--- config.mk ---
export PLATFORM = sky130hd
export DESIGN_NAME = spi_bus_arbiter
export DESIGN_NICKNAME = d
export VERILOG_FILES = /design/src/rtl/spi_ctrl_pkg.sv /design/src/rtl/spi_rr_pick.sv /design/src/rtl/spi_bus_arbiter.sv
export SDC_FILE = /design/constraint.sdc
export NUM_CORES = 1
export LEC_CHECK = 0
export ABC_AREA = 1
export CAP_MARGIN = 10
export CORE_MARGIN = 5
export CORE_UTILIZATION = 54
export CTS_CLUSTER_DIAMETER = 60
export DETAILED_ROUTE_END_ITERATION = 10
export GPL_ROUTABILITY_DRIVEN = 0
export GPL_TIMING_DRIVEN = 0
export PLACE_DENSITY = 0.95
export SLEW_MARGIN = 20
export SYNTH_ARGS = -nofsm -noshare
export SYNTH_HDL_FRONTEND = slang
export SYNTH_SLANG_ARGS = --single-unit
--- constraint.sdc ---
create_clock -name clk -period 5.55 [get_ports clk]
set_input_delay 1.11 -clock clk [delete_from_list [all_inputs] [get_ports clk]]
set_output_delay 1.11 -clock clk [all_outputs]
set_load 0.01 [all_outputs]
--- src/rtl/spi_ctrl_pkg.sv ---
// rtl/spi_ctrl_pkg.sv - shared types and constants for the spi bus arbiter
package spi_ctrl_pkg;

    localparam int BYTE_W         = 8;
    localparam int DEF_GAP_CYCLES = 2;
    localparam int DEF_TIMEOUT    = 1024;

    typedef enum logic [2:0] {
        IDLE,
        LOAD,
        START,
        WAIT_DONE,
        GAP
    } spi_state_t;

    function automatic int rr_next(input int idx, input int n);
        return (idx + 1 >= n) ? 0 : idx + 1;
    endfunction

endpackage

--- src/rtl/spi_rr_pick.sv ---
// rtl/spi_rr_pick.sv - combinational round-robin picker
// Returns the first asserted request at or after ptr, wrapping around.
module spi_rr_pick #(
    parameter int N  = 4,
    parameter int PW = $clog2(N)
) (
    input  logic [N-1:0]  req,
    input  logic [PW-1:0] ptr,
    output logic [N-1:0]  grant,
    output logic [PW-1:0] idx,
    output logic          any
);

    logic [PW-1:0] cand;

    function automatic int wrap_idx(input int base, input int off);
        int s;
        s = base + off;
        return (s >= N) ? s - N : s;
    endfunction

    always_comb begin
        grant = '0;
        idx   = '0;
        any   = 1'b0;
        cand  = '0;
        for (int k = 0; k < N; k++) begin
            cand = PW'(wrap_idx(int'(ptr), k));
            if (!any && req[cand]) begin
                any         = 1'b1;
                grant[cand] = 1'b1;
                idx         = cand;
            end
        end
    end

endmodule

--- src/rtl/spi_bus_arbiter.sv ---
// rtl/spi_bus_arbiter.sv - round-robin sharing of one spi_master between byte-stream requesters
// Each grant covers a whole burst; bytes are sequenced LOAD/START/WAIT_DONE/GAP with a done watchdog.
module spi_bus_arbiter
    import spi_ctrl_pkg::*;
#(
    parameter int NUM_REQ    = 4,
    parameter int GAP_CYCLES = DEF_GAP_CYCLES,
    parameter int TIMEOUT    = DEF_TIMEOUT
) (
    input  logic                      clk,
    input  logic                      reset,
    input  logic [NUM_REQ-1:0]        req_valid,
    input  logic [BYTE_W*NUM_REQ-1:0] req_data,
    input  logic [NUM_REQ-1:0]        req_last,
    output logic [NUM_REQ-1:0]        req_ready,
    output logic [NUM_REQ-1:0]        grant,
    output logic                      busy,
    output logic                      timeout_err,
    output logic                      m_start,
    output logic [BYTE_W-1:0]         m_data,
    input  logic                      m_done
);

    localparam int PW = $clog2(NUM_REQ);
    localparam int TW = (TIMEOUT > 1) ? $clog2(TIMEOUT) : 1;
    localparam int GW = (GAP_CYCLES > 0) ? $clog2(GAP_CYCLES + 1) : 1;
    localparam logic [TW-1:0] TO_LAST = TW'(TIMEOUT - 1);
    localparam logic [GW-1:0] GAP_MAX = GW'(GAP_CYCLES);

    spi_state_t state, state_nx;

    logic [PW-1:0]      ptr_q, g_idx_q, pick_idx;
    logic [NUM_REQ-1:0] pick_grant, grant_q, ready_q;
    logic               pick_any;
    logic               last_q;
    logic [TW-1:0]      to_cnt;
    logic [GW-1:0]      gap_cnt;
    logic [BYTE_W-1:0]  m_data_q;

    logic              cur_valid, cur_last, to_evt, gap_done;
    logic [BYTE_W-1:0] cur_data;

    spi_rr_pick #(
        .N  (NUM_REQ),
        .PW (PW)
    ) u_pick (
        .req   (req_valid),
        .ptr   (ptr_q),
        .grant (pick_grant),
        .idx   (pick_idx),
        .any   (pick_any)
    );

    always_comb begin
        cur_valid = 1'b0;
        cur_last  = 1'b0;
        cur_data  = '0;
        for (int i = 0; i < NUM_REQ; i++) begin
            if (g_idx_q == PW'(i)) begin
                cur_valid = req_valid[i];
                cur_last  = req_last[i];
                cur_data  = req_data[i*BYTE_W +: BYTE_W];
            end
        end
    end

    assign to_evt   = (state == WAIT_DONE) && !m_done && (to_cnt == TO_LAST);
    assign gap_done = ({1'b0, gap_cnt} + (GW+1)'(1)) >= {1'b0, GAP_MAX};

    always_ff @(posedge clk) begin
        if (reset) begin
            state <= IDLE;
        end else begin
            state <= state_nx;
        end
    end

    // A done level still high at the end of GAP holds the FSM so it cannot retrigger.
    always_comb begin
        state_nx = state;
        case (state)
            IDLE:      if (pick_any) state_nx = LOAD;
            LOAD:      if (cur_valid) state_nx = START;
            START:     state_nx = WAIT_DONE;
            WAIT_DONE: if (m_done || to_evt) state_nx = GAP;
            GAP:       if (gap_done && !m_done) state_nx = (grant_q == '0) ? IDLE : LOAD;
            default:   state_nx = IDLE;
        endcase
    end

    always_comb begin
        busy        = (state != IDLE);
        m_start     = (state == START);
        timeout_err = to_evt;
    end

    always_ff @(posedge clk) begin
        if (reset) begin
            ptr_q    <= '0;
            g_idx_q  <= '0;
            grant_q  <= '0;
            ready_q  <= '0;
            last_q   <= 1'b0;
            to_cnt   <= '0;
            gap_cnt  <= '0;
            m_data_q <= '0;
        end else begin
            ready_q <= '0;
            case (state)
                IDLE: begin
                    if (pick_any) begin
                        grant_q <= pick_grant;
                        g_idx_q <= pick_idx;
                    end
                end
                LOAD: begin
                    if (cur_valid) begin
                        m_data_q <= cur_data;
                        last_q   <= cur_last;
                    end
                end
                START: to_cnt <= '0;
                WAIT_DONE: begin
                    if (m_done || to_evt) begin
                        gap_cnt <= '0;
                        if (m_done) ready_q <= grant_q;
                        // An empty grant tells GAP the burst has ended.
                        if (to_evt || last_q) begin
                            grant_q <= '0;
                            ptr_q   <= PW'(rr_next(int'(g_idx_q), NUM_REQ));
                        end
                    end else if (to_cnt != TO_LAST) begin
                        to_cnt <= to_cnt + TW'(1);
                    end
                end
                GAP: begin
                    if (gap_cnt != GAP_MAX) gap_cnt <= gap_cnt + GW'(1);
                end
                default: ;
            endcase
        end
    end

    assign grant     = grant_q;
    assign req_ready = ready_q;
    assign m_data    = m_data_q;

endmodule

==> reports/qor.csv, run 1 <==
stage,metric,value,unit
clock_tree,cts_hold_buf,0,
detailed_routing,antenna_violating_nets_remaining,0,
final_layout,insertedDiodeCount,0,
clock_tree,clkLatencyLatePin,0.29,ns
global_routing,grt_max_degree,14,
placed_design,port_buffers,61,
timing,min_period_over_period,60.4,%
synth,post_synthesis_net_count,439,
worst_hold_path,worst_hold_path_type,reg -> reg,
detailed_routing,drt_first_pass_iters,4,
clock_tree,clkSlewWorstSetupHoldPaths,0.08,ns
placed_design,dp_hpwl,5190,µm
status,outcome,"complete, no violations",
clock_tree,cts-resized-gates,0,
timing,final_hold_viol_count,0,
timing,tightestPinTransition,0.441,ns
global_routing,grt_use_total,22.6,%
final_layout,final.fill_count,340,
clock_tree,number_of_sinks_driven_by_the_clock_tree,36,
synth,total_of_warnings_raised_by_yosys,0,
timing,timing.final.crit_period,3.35,ns
clock_tree,clk_path_buf_depth,2,
final_layout,drive_gt1_share,9.53,%
detailed_routing,vias_per_cell,5.40,
synth,synth_cell_type_count,37,
pwr,internal-power,702,µW
detailed_routing,drc_errors,0,
synth,syn-cell-area,2510,µm²
final_layout,layout_cells_excl_fill,503,
synth,syn_inst,382,
global_routing,number_of_antenna_violations_at_the_first_check_in_global_routing,0,
worst_setup_path,required,4.44,ns
pwr,pwr-share-seq,28.9,%
synth,synth.yosys.seq_area_share,28.7,%
global_routing,wire_length_of_the_first_global_routing_pass,11500,µm
global_routing,globalRoute.totalOverflow,0,
final_layout,multi_input_comb_area,1570,µm²
floorplanning,pin_count,62,
synth,synth.avg_cell_area,6.57,µm²
timing,setup_viol_count_final,0,
floorplanning,placeableCoreArea,4440,µm²
worst_setup_path,crit_path_launch_type,primary input,
detailed_routing,dr_total_vias,2714,
clock_tree,post-cts-setup-buffers,0,
worst_setup_path,element_type_at_the_critical_path_end,output port,
pwr,power.total,1220,µW
pwr,switching_share,42.5,%
timing,timing.slew.headroom,70.6,%
worst_setup_path,critPathMaxFanout,4,
pwr,net-switching-power,519,µW
detailed_routing,first_iter_violations,205,
detailed_routing,post_drt_wl_per_cell,13.0,µm
pwr,max-vdd-ir-drop,245,µV
timing,slew_violations,0,
detailed_routing,wirelength,6540,µm
timing,fmaxAchievable,0.298,GHz
floorplanning,floorplan.initialDensity,56.5,%
clock_tree,cts_inserted_buffers,5,
pwr,leakage,0.00142,µW
timing,rsz_0062_raised_after_global_routing,no,
pwr,power.density,370,nW/µm²
clock_tree,clock-root-buffer,sky130_fd_sc_hd__clkbuf_8,
floorplanning,die_area,6110,µm²
clock_tree,tritoncts,done,
placed_design,placedCellCount,495,
pwr,p_clk_share,19.6,%
final_layout,num-nets-final,507,
floorplanning,die_w,78.2,µm
pwr,power.combinational.fraction,51.5,%
clock_tree,clock_tree.htree_level_count,2,
floorplanning,core.rowCount,24,
floorplanning,floorplan.die.height,78.2,µm
worst_setup_path,cp.arrival,2.24,ns
final_layout,sequential_cell_area,721,µm²
final_layout,area_growth_syn_to_layout,31.5,%
timing,fin_worst_skew,0.00447,ns
worst_setup_path,path_class,in -> out,
global_routing,grt_pass1_vias,2640,
run,max_cap_viol_count,0,
timing,tns,0,ns
synth,synth_seq_cells,36,
-- logic make-up after synthesis --
group,share of synthesized area [%]
adder cells (fa/ha/maj),6.98
flip-flops,28.7
AND/OR/NAND/NOR,37.6
AO/OA/AOI/OAI,16.8
XOR/XNOR,1.05
buffers and inverters,8.87
-- registers in the layout, indices dropped and copies added (netlist names) --
signal	flops
g_idx_q	2
gap_cnt	2
grant	4
last_q	1
m_data	8
ptr_q	2
req_ready	4
state	3
to_cnt	10
-- stage by stage --
step                      hold WS [ns]  util (%)  setup WS, ns  instance area (µm²)
after floorplan                  0.434         -          3.16                 2510
after global placement           0.453      71.7          2.20                 3190
after detailed placement         0.454      71.7          2.19                 3190
after CTS                        0.468      74.3          2.19                 3300
after global routing             0.489      74.3          2.17                 3300
final                            0.466      74.3          2.20                 3300
-- cell usage in the layout, fill, tap and decap left out, types with 2 or more instances in the layout --
cell | synthesis | routed
sky130_fd_sc_hd__nand2_1 | 109 | 109
sky130_fd_sc_hd__clkdlybuf4s50_1 | 0 | 61
sky130_fd_sc_hd__inv_1 | 40 | 40
sky130_fd_sc_hd__dfxtp_1 | 36 | 36
sky130_fd_sc_hd__a21oi_1 | 32 | 32
sky130_fd_sc_hd__nor2_1 | 30 | 30
sky130_fd_sc_hd__o21ai_0 | 18 | 18
sky130_fd_sc_hd__nand3_1 | 15 | 15
sky130_fd_sc_hd__ha_1 | 14 | 14
sky130_fd_sc_hd__nor3_1 | 9 | 9
sky130_fd_sc_hd__nand2_2 | 9 | 9
sky130_fd_sc_hd__o211ai_1 | 8 | 8
sky130_fd_sc_hd__nor2_2 | 7 | 7
sky130_fd_sc_hd__nand4_1 | 6 | 6
sky130_fd_sc_hd__clkinv_1 | 5 | 5
sky130_fd_sc_hd__clkbuf_8 | 0 | 5
sky130_fd_sc_hd__inv_2 | 4 | 4
sky130_fd_sc_hd__a21boi_0 | 4 | 4
sky130_fd_sc_hd__a211oi_1 | 4 | 4
sky130_fd_sc_hd__clkbuf_1 | 3 | 3
sky130_fd_sc_hd__buf_4 | 3 | 3
sky130_fd_sc_hd__nand3_2 | 3 | 3
sky130_fd_sc_hd__xor2_1 | 3 | 3
sky130_fd_sc_hd__o21ai_1 | 2 | 2
sky130_fd_sc_hd__a22oi_1 | 2 | 2
sky130_fd_sc_hd__a31oi_1 | 2 | 2
sky130_fd_sc_hd__nand2_4 | 2 | 2
-- worst paths after layout --
check,start,cells after the start,to,slack [ns]
min,m_data[1],2,m_data[1],0.47
min reg2reg,m_data[1],2,m_data[1],0.47
max,m_done,3,timeout_err,2.20
max reg2reg,ptr_q[0],12,grant[1],3.24
-- final cells by class --
cell class                      instances  area share, %
Buffer                                  7           1.18
Clock buffer                            5           2.08
Clock inverter                          3           1.40
Inverter                               49           5.57
Multi-Input combinational cell        290           47.5
Sequential cell                        36           21.8
Tap cell                               52           1.97
Timing Repair Buffer                   61           18.5
-- critical path, cell delays in order --
cell and delay (ns):
sky130_fd_sc_hd__clkdlybuf4s50_1 0.47, sky130_fd_sc_hd__nor2_1 0.12, sky130_fd_sc_hd__clkdlybuf4s50_1 0.54
-- Yosys cell counts --
| cell | number | area share (%) |
|---|---|---|
| sky130_fd_sc_hd__nor4_1 | 1 | 0.25 |
| sky130_fd_sc_hd__o21bai_1 | 1 | 0.30 |
| sky130_fd_sc_hd__a21boi_0 | 4 | 1.2 |
| sky130_fd_sc_hd__o211ai_1 | 8 | 2.4 |
| sky130_fd_sc_hd__o22ai_1 | 1 | 0.25 |
| sky130_fd_sc_hd__a31oi_1 | 2 | 0.50 |
| sky130_fd_sc_hd__nand2_2 | 9 | 2.2 |
| sky130_fd_sc_hd__a22oi_1 | 2 | 0.60 |
| sky130_fd_sc_hd__buf_4 | 3 | 0.90 |
| sky130_fd_sc_hd__nor2_1 | 30 | 4.5 |
| sky130_fd_sc_hd__buf_2 | 1 | 0.20 |
| sky130_fd_sc_hd__dfxtp_1 | 36 | 29 |
| sky130_fd_sc_hd__xor2_1 | 3 | 1.0 |
| sky130_fd_sc_hd__ha_1 | 14 | 7.0 |
| sky130_fd_sc_hd__a211oi_1 | 4 | 1.2 |
| sky130_fd_sc_hd__nor2_8 | 1 | 0.80 |
| sky130_fd_sc_hd__nand4_1 | 6 | 1.5 |
| sky130_fd_sc_hd__inv_2 | 4 | 0.60 |
| sky130_fd_sc_hd__inv_1 | 40 | 6.0 |
| sky130_fd_sc_hd__nand3_4 | 1 | 0.70 |
| sky130_fd_sc_hd__nand3_2 | 3 | 1.2 |
| sky130_fd_sc_hd__nor3_1 | 9 | 1.8 |
| sky130_fd_sc_hd__nor2_4 | 1 | 0.45 |
| sky130_fd_sc_hd__nand2_4 | 2 | 0.90 |
| sky130_fd_sc_hd__nor2_2 | 7 | 1.7 |
| sky130_fd_sc_hd__o21ai_1 | 2 | 0.40 |
| sky130_fd_sc_hd__and2_1 | 1 | 0.25 |
| sky130_fd_sc_hd__nand4_4 | 1 | 0.85 |
| sky130_fd_sc_hd__nor3_2 | 1 | 0.40 |
| sky130_fd_sc_hd__nand3_1 | 15 | 3.0 |
| sky130_fd_sc_hd__nand2_1 | 109 | 16 |
| sky130_fd_sc_hd__clkinv_1 | 5 | 0.75 |
| sky130_fd_sc_hd__nand3b_1 | 1 | 0.30 |
| sky130_fd_sc_hd__a21oi_1 | 32 | 6.4 |
| sky130_fd_sc_hd__nand3b_2 | 1 | 0.45 |
| sky130_fd_sc_hd__o21ai_0 | 18 | 3.6 |
| sky130_fd_sc_hd__clkbuf_1 | 3 | 0.45 |
-- power by group through the flow --
stage	clock network, µW	logic, µW	registers (µW)
after floorplan	0	409	363
after global placement	0	596	355
after detailed placement	0	620	357
after CTS	241	628	353
after global routing	253	714	362
final	239	629	353
-- per-layer routing --
metal	up-vias	track usage, %	part of all wire, %
met5	-	0	0
met4	0	5.59	1.6
met3	13	6.52	9.1
met2	104	41.5	48
met1	1218	25.8	41
li1	1379	-	-
(Power assumes the default switching activity.)
==> run 2: changes to the inputs <==
--- a/config.mk
+++ b/config.mk
@@ -8,12 +8,12 @@
 export ABC_AREA = 1
 export CAP_MARGIN = 10
 export CORE_MARGIN = 5
-export CORE_UTILIZATION = 54
+export CORE_UTILIZATION = 45
 export CTS_CLUSTER_DIAMETER = 60
 export DETAILED_ROUTE_END_ITERATION = 10
 export GPL_ROUTABILITY_DRIVEN = 0
 export GPL_TIMING_DRIVEN = 0
-export PLACE_DENSITY = 0.95
+export PLACE_DENSITY = 0.87
 export SLEW_MARGIN = 20
 export SYNTH_ARGS = -nofsm -noshare
 export SYNTH_HDL_FRONTEND = slang
==> constraint.sdc (replaced) <==
create_clock -name clk -period 2.72 [get_ports clk]
set_input_delay 0.544 -clock clk [delete_from_list [all_inputs] [get_ports clk]]
set_output_delay 0.544 -clock clk [all_outputs]
set_load 0.01 [all_outputs]
==> run 2 against run 1 <==
  * Critical path type is now reg -> out
  * Non-clock buffer count unchanged
  * First-iteration DRC count increased by 2.4%
  * Hold slack gained 0.0045 ns
  * Design area up 0.38%
  * Setup slack worse by 2.1 ns
  * Via count fell by 2.1%
  * Largest power group unchanged
  * Register-to-register slack got worse by 2.8 ns
  * Highest routed layer unchanged
  * Total power is 96% higher
  * Die area rose by 17%
  * Clock skew barely moved
==> reports/qor.csv, run 2 (same netlist as run 1, synthesis figures left out) <==
stage,metric,value,unit,change
worst_hold_path,min_delay_worst_endpoint,m_data[6],,was m_data[1]
timing,fmaxAchievable,0.387,GHz,
placed_design,post_placement_setup_slack,0.418,ns,was 2.19 ns
global_routing,grt_max_degree,13,,was 14
worst_hold_path,worst_hold_path.num_cells,2,,unchanged
final_layout,final_common_cell,sky130_fd_sc_hd__nand2_1,,unchanged
final_layout,multi_input_comb_area,1570,µm²,about the same
worst_setup_path,crit_path_launch_type,flop,,was primary input
pwr,power.density,722,nW/µm²,was 370 nW/µm²
placed_design,port_buffers,61,,unchanged
timing,tns,0,ns,unchanged
final_layout,final.fill_count,514,,was 340
timing,slew_violations,0,,unchanged
final_layout,sequential_cell_area,721,µm²,unchanged
floorplanning,placeableCoreArea,5470,µm²,was 4440 µm²
clock_tree,clock-root-buffer,sky130_fd_sc_hd__clkbuf_8,,unchanged
timing,whs,0.470,ns,was 0.466 ns
floorplanning,core.rowCount,27,,was 24
worst_setup_path,regToRegEndpoint,grant[1],,unchanged
pwr,leakage,0.00141,µW,was 0.00142 µW
clock_tree,clock_tree.htree_level_count,2,,unchanged
global_routing,globalRoute.totalOverflow,0,,unchanged
global_routing,wire_length_of_the_first_global_routing_pass,10900,µm,was 11500 µm
pwr,p_clk_share,17.0,%,was 19.6%
floorplanning,die_area,7170,µm²,was 6110 µm²
timing,tightestPinTransition,0.439,ns,was 0.441 ns
timing,rsz_0062_raised_after_global_routing,no,,unchanged
worst_setup_path,critPathMaxFanout,4,,unchanged
timing,setup_ws,0.134,ns,was 2.20 ns
final_layout,final_cell_mix,"sky130_fd_sc_hd__nand2_1 (109), sky130_fd_sc_hd__clkdlybuf4s50_1 (61), sky130_fd_sc_hd__inv_1 (40), sky130_fd_sc_hd__dfxtp_1 (36), sky130_fd_sc_hd__a21oi_1 (32)",,unchanged
clock_tree,tritoncts,done,,unchanged
pwr,power.total,2390,µW,was 1220 µW
clock_tree,cts_hold_buf,0,,unchanged
worst_setup_path,cp.arrival,2.04,ns,was 2.24 ns
run,max_cap_viol_count,0,,unchanged
global_routing,grt_use_total,17.8,%,was 22.6%
worst_hold_path,worst_hold_path_type,reg -> reg,,unchanged
final_layout,num-nets-final,507,,unchanged
worst_setup_path,path_class,reg -> out,,was in -> out
worst_setup_path,worst-r2r-cell-count,12,,unchanged
final_layout,max_flop_register,to_cnt,,unchanged
clock_tree,clkSlewWorstSetupHoldPaths,0.07,ns,was 0.08 ns
floorplanning,die_w,84.7,µm,was 78.2 µm
worst_setup_path,element_type_at_the_critical_path_end,output port,,unchanged
pwr,max-vdd-ir-drop,453,µV,was 245 µV
detailed_routing,first_iter_violations,210,,was 205
detailed_routing,antenna_violating_nets_remaining,0,,unchanged
timing,setup_viol_count_final,0,,unchanged
worst_setup_path,required,2.18,ns,was 4.44 ns
pwr,pwr-share-seq,30.0,%,was 28.9%
final_layout,area_growth_syn_to_layout,32.0,%,was 31.5%
global_routing,grt_pass1_vias,2627,,was 2640
clock_tree,clk_path_buf_depth,2,,unchanged
clock_tree,post-cts-setup-buffers,0,,unchanged
placed_design,dp_hpwl,4930,µm,was 5190 µm
floorplanning,floorplan.initialDensity,45.9,%,was 56.5%
floorplanning,floorplan.die.height,84.7,µm,was 78.2 µm
detailed_routing,vias_per_cell,5.08,,was 5.40
timing,fin_worst_skew,0.00444,ns,was 0.00447 ns
detailed_routing,drc_errors,0,,unchanged
clock_tree,clkLatencyLatePin,0.29,ns,about the same
timing,timing.final.crit_period,2.59,ns,
clock_tree,number_of_sinks_driven_by_the_clock_tree,36,,unchanged
detailed_routing,post_drt_wl_per_cell,11.8,µm,was 13.0 µm
timing,final_hold_viol_count,0,,unchanged
pwr,internal-power,1360,µW,was 702 µW
detailed_routing,dr_total_vias,2658,,was 2714
detailed_routing,wirelength,6190,µm,was 6540 µm
floorplanning,pin_count,62,,unchanged
worst_setup_path,ff2ff_setup_slack,0.44,ns,was 3.24 ns
clock_tree,cts-resized-gates,0,,unchanged
pwr,net-switching-power,1030,µW,was 519 µW
status,outcome,"complete, no violations",,unchanged
pwr,switching_share,43.2,%,was 42.5%
timing,min_period_over_period,95.1,%,
global_routing,number_of_antenna_violations_at_the_first_check_in_global_routing,0,,unchanged
clock_tree,cts_inserted_buffers,5,,unchanged
pwr,power.combinational.fraction,53.0,%,was 51.5%
worst_hold_path,hp-start,m_data[6],,was m_data[1]
final_layout,largest_register_ffs,10,,unchanged
final_layout,drive_gt1_share,9.76,%,was 9.53%
final_layout,insertedDiodeCount,0,,unchanged
worst_setup_path,r2r_startpoint,ptr_q[0],,unchanged
timing,timing.slew.headroom,70.7,%,was 70.6%
detailed_routing,drt_first_pass_iters,4,,unchanged
==> run 2: cell types whose count changed in the layout (fill, tap and decap cells not counted), sizes merged <==
cell | previous run | this run
clkinvlp | 1 | 2
bufinv | 1 | 0
clkbuf | 8 | 9
inv | 45 | 44
==> run 2: stage by stage <==
step | cell area, µm² | util (%) | instances
3_5_place_dp | 3210 | 58.7 | 515
3_3_place_gp | 3210 | 58.7 | 515
2_1_floorplan | 2510 | - | 382
6_report | 3310 | 60.5 | 523
4_1_cts | 3310 | 60.4 | 523
5_1_grt | 3310 | 60.5 | 523
==> run 2: power groups by stage <==
stage / Combinational (µW) / Sequential [µW] / Clock, µW
floorplan: 834 / 741 / 0
global placement: 1230 / 724 / 0
detailed placement: 1260 / 728 / 0
CTS: 1280 / 717 / 414
global route: 1450 / 733 / 445
finish: 1270 / 717 / 408
==> run 2: worst max path at each step <==
stage | from | endpoint | depth (start not counted)
2_1_floorplan | ptr_q[0] | grant[0] | 12
3_3_place_gp | m_done | timeout_err | 3
3_5_place_dp | m_done | timeout_err | 3
4_1_cts | to_cnt[0] | timeout_err | 6
5_1_grt | to_cnt[0] | timeout_err | 6
6_report | to_cnt[0] | timeout_err | 6
==> run 2: layout make-up <==
| class | instances | share of cell area [%] |
|---|---|---|
| multi-input combinational | 290 | 47.4 |
| sequential | 36 | 21.8 |
| timing repair buffer | 61 | 18.4 |
| inverter | 49 | 5.55 |
| tap | 72 | 2.72 |
| clock buffer | 6 | 2.49 |
| buffer | 7 | 1.17 |
| clock inverter | 2 | 0.453 |
==> run 2: critical path: stages, from the launching register on <==
cell	delay, ns
sky130_fd_sc_hd__dfxtp_1	0.39
sky130_fd_sc_hd__ha_1	0.21
sky130_fd_sc_hd__nand2_1	0.09
sky130_fd_sc_hd__nor3_2	0.20
sky130_fd_sc_hd__nand3_1	0.12
sky130_fd_sc_hd__nor2_1	0.17
sky130_fd_sc_hd__clkdlybuf4s50_1	0.56
==> run 2: routing by layer <==
metal  wire length [µm]  share of wire [%]  vias to the layer above  global-route usage [%]
met1               2540                 41                     1190                    20.3
met3                523                8.5                       10                    5.99
met2               3030                 49                       79                    31.9
met4                 87                1.4                        0                    4.60
met5                  0                  0                        -                       0
li1                   -                  -                     1379                       -
==> run 3: changes to the inputs <==
--- a/config.mk
+++ b/config.mk
@@ -6,7 +6,7 @@
 export NUM_CORES = 1
 export LEC_CHECK = 0
 export ABC_AREA = 1
-export CAP_MARGIN = 10
+export CAP_MARGIN = 20
 export CORE_MARGIN = 5
 export CORE_UTILIZATION = 45
 export CTS_CLUSTER_DIAMETER = 60
==> results of run 3 <==
Final layout, timing and power as in run 2 (identical DEF).
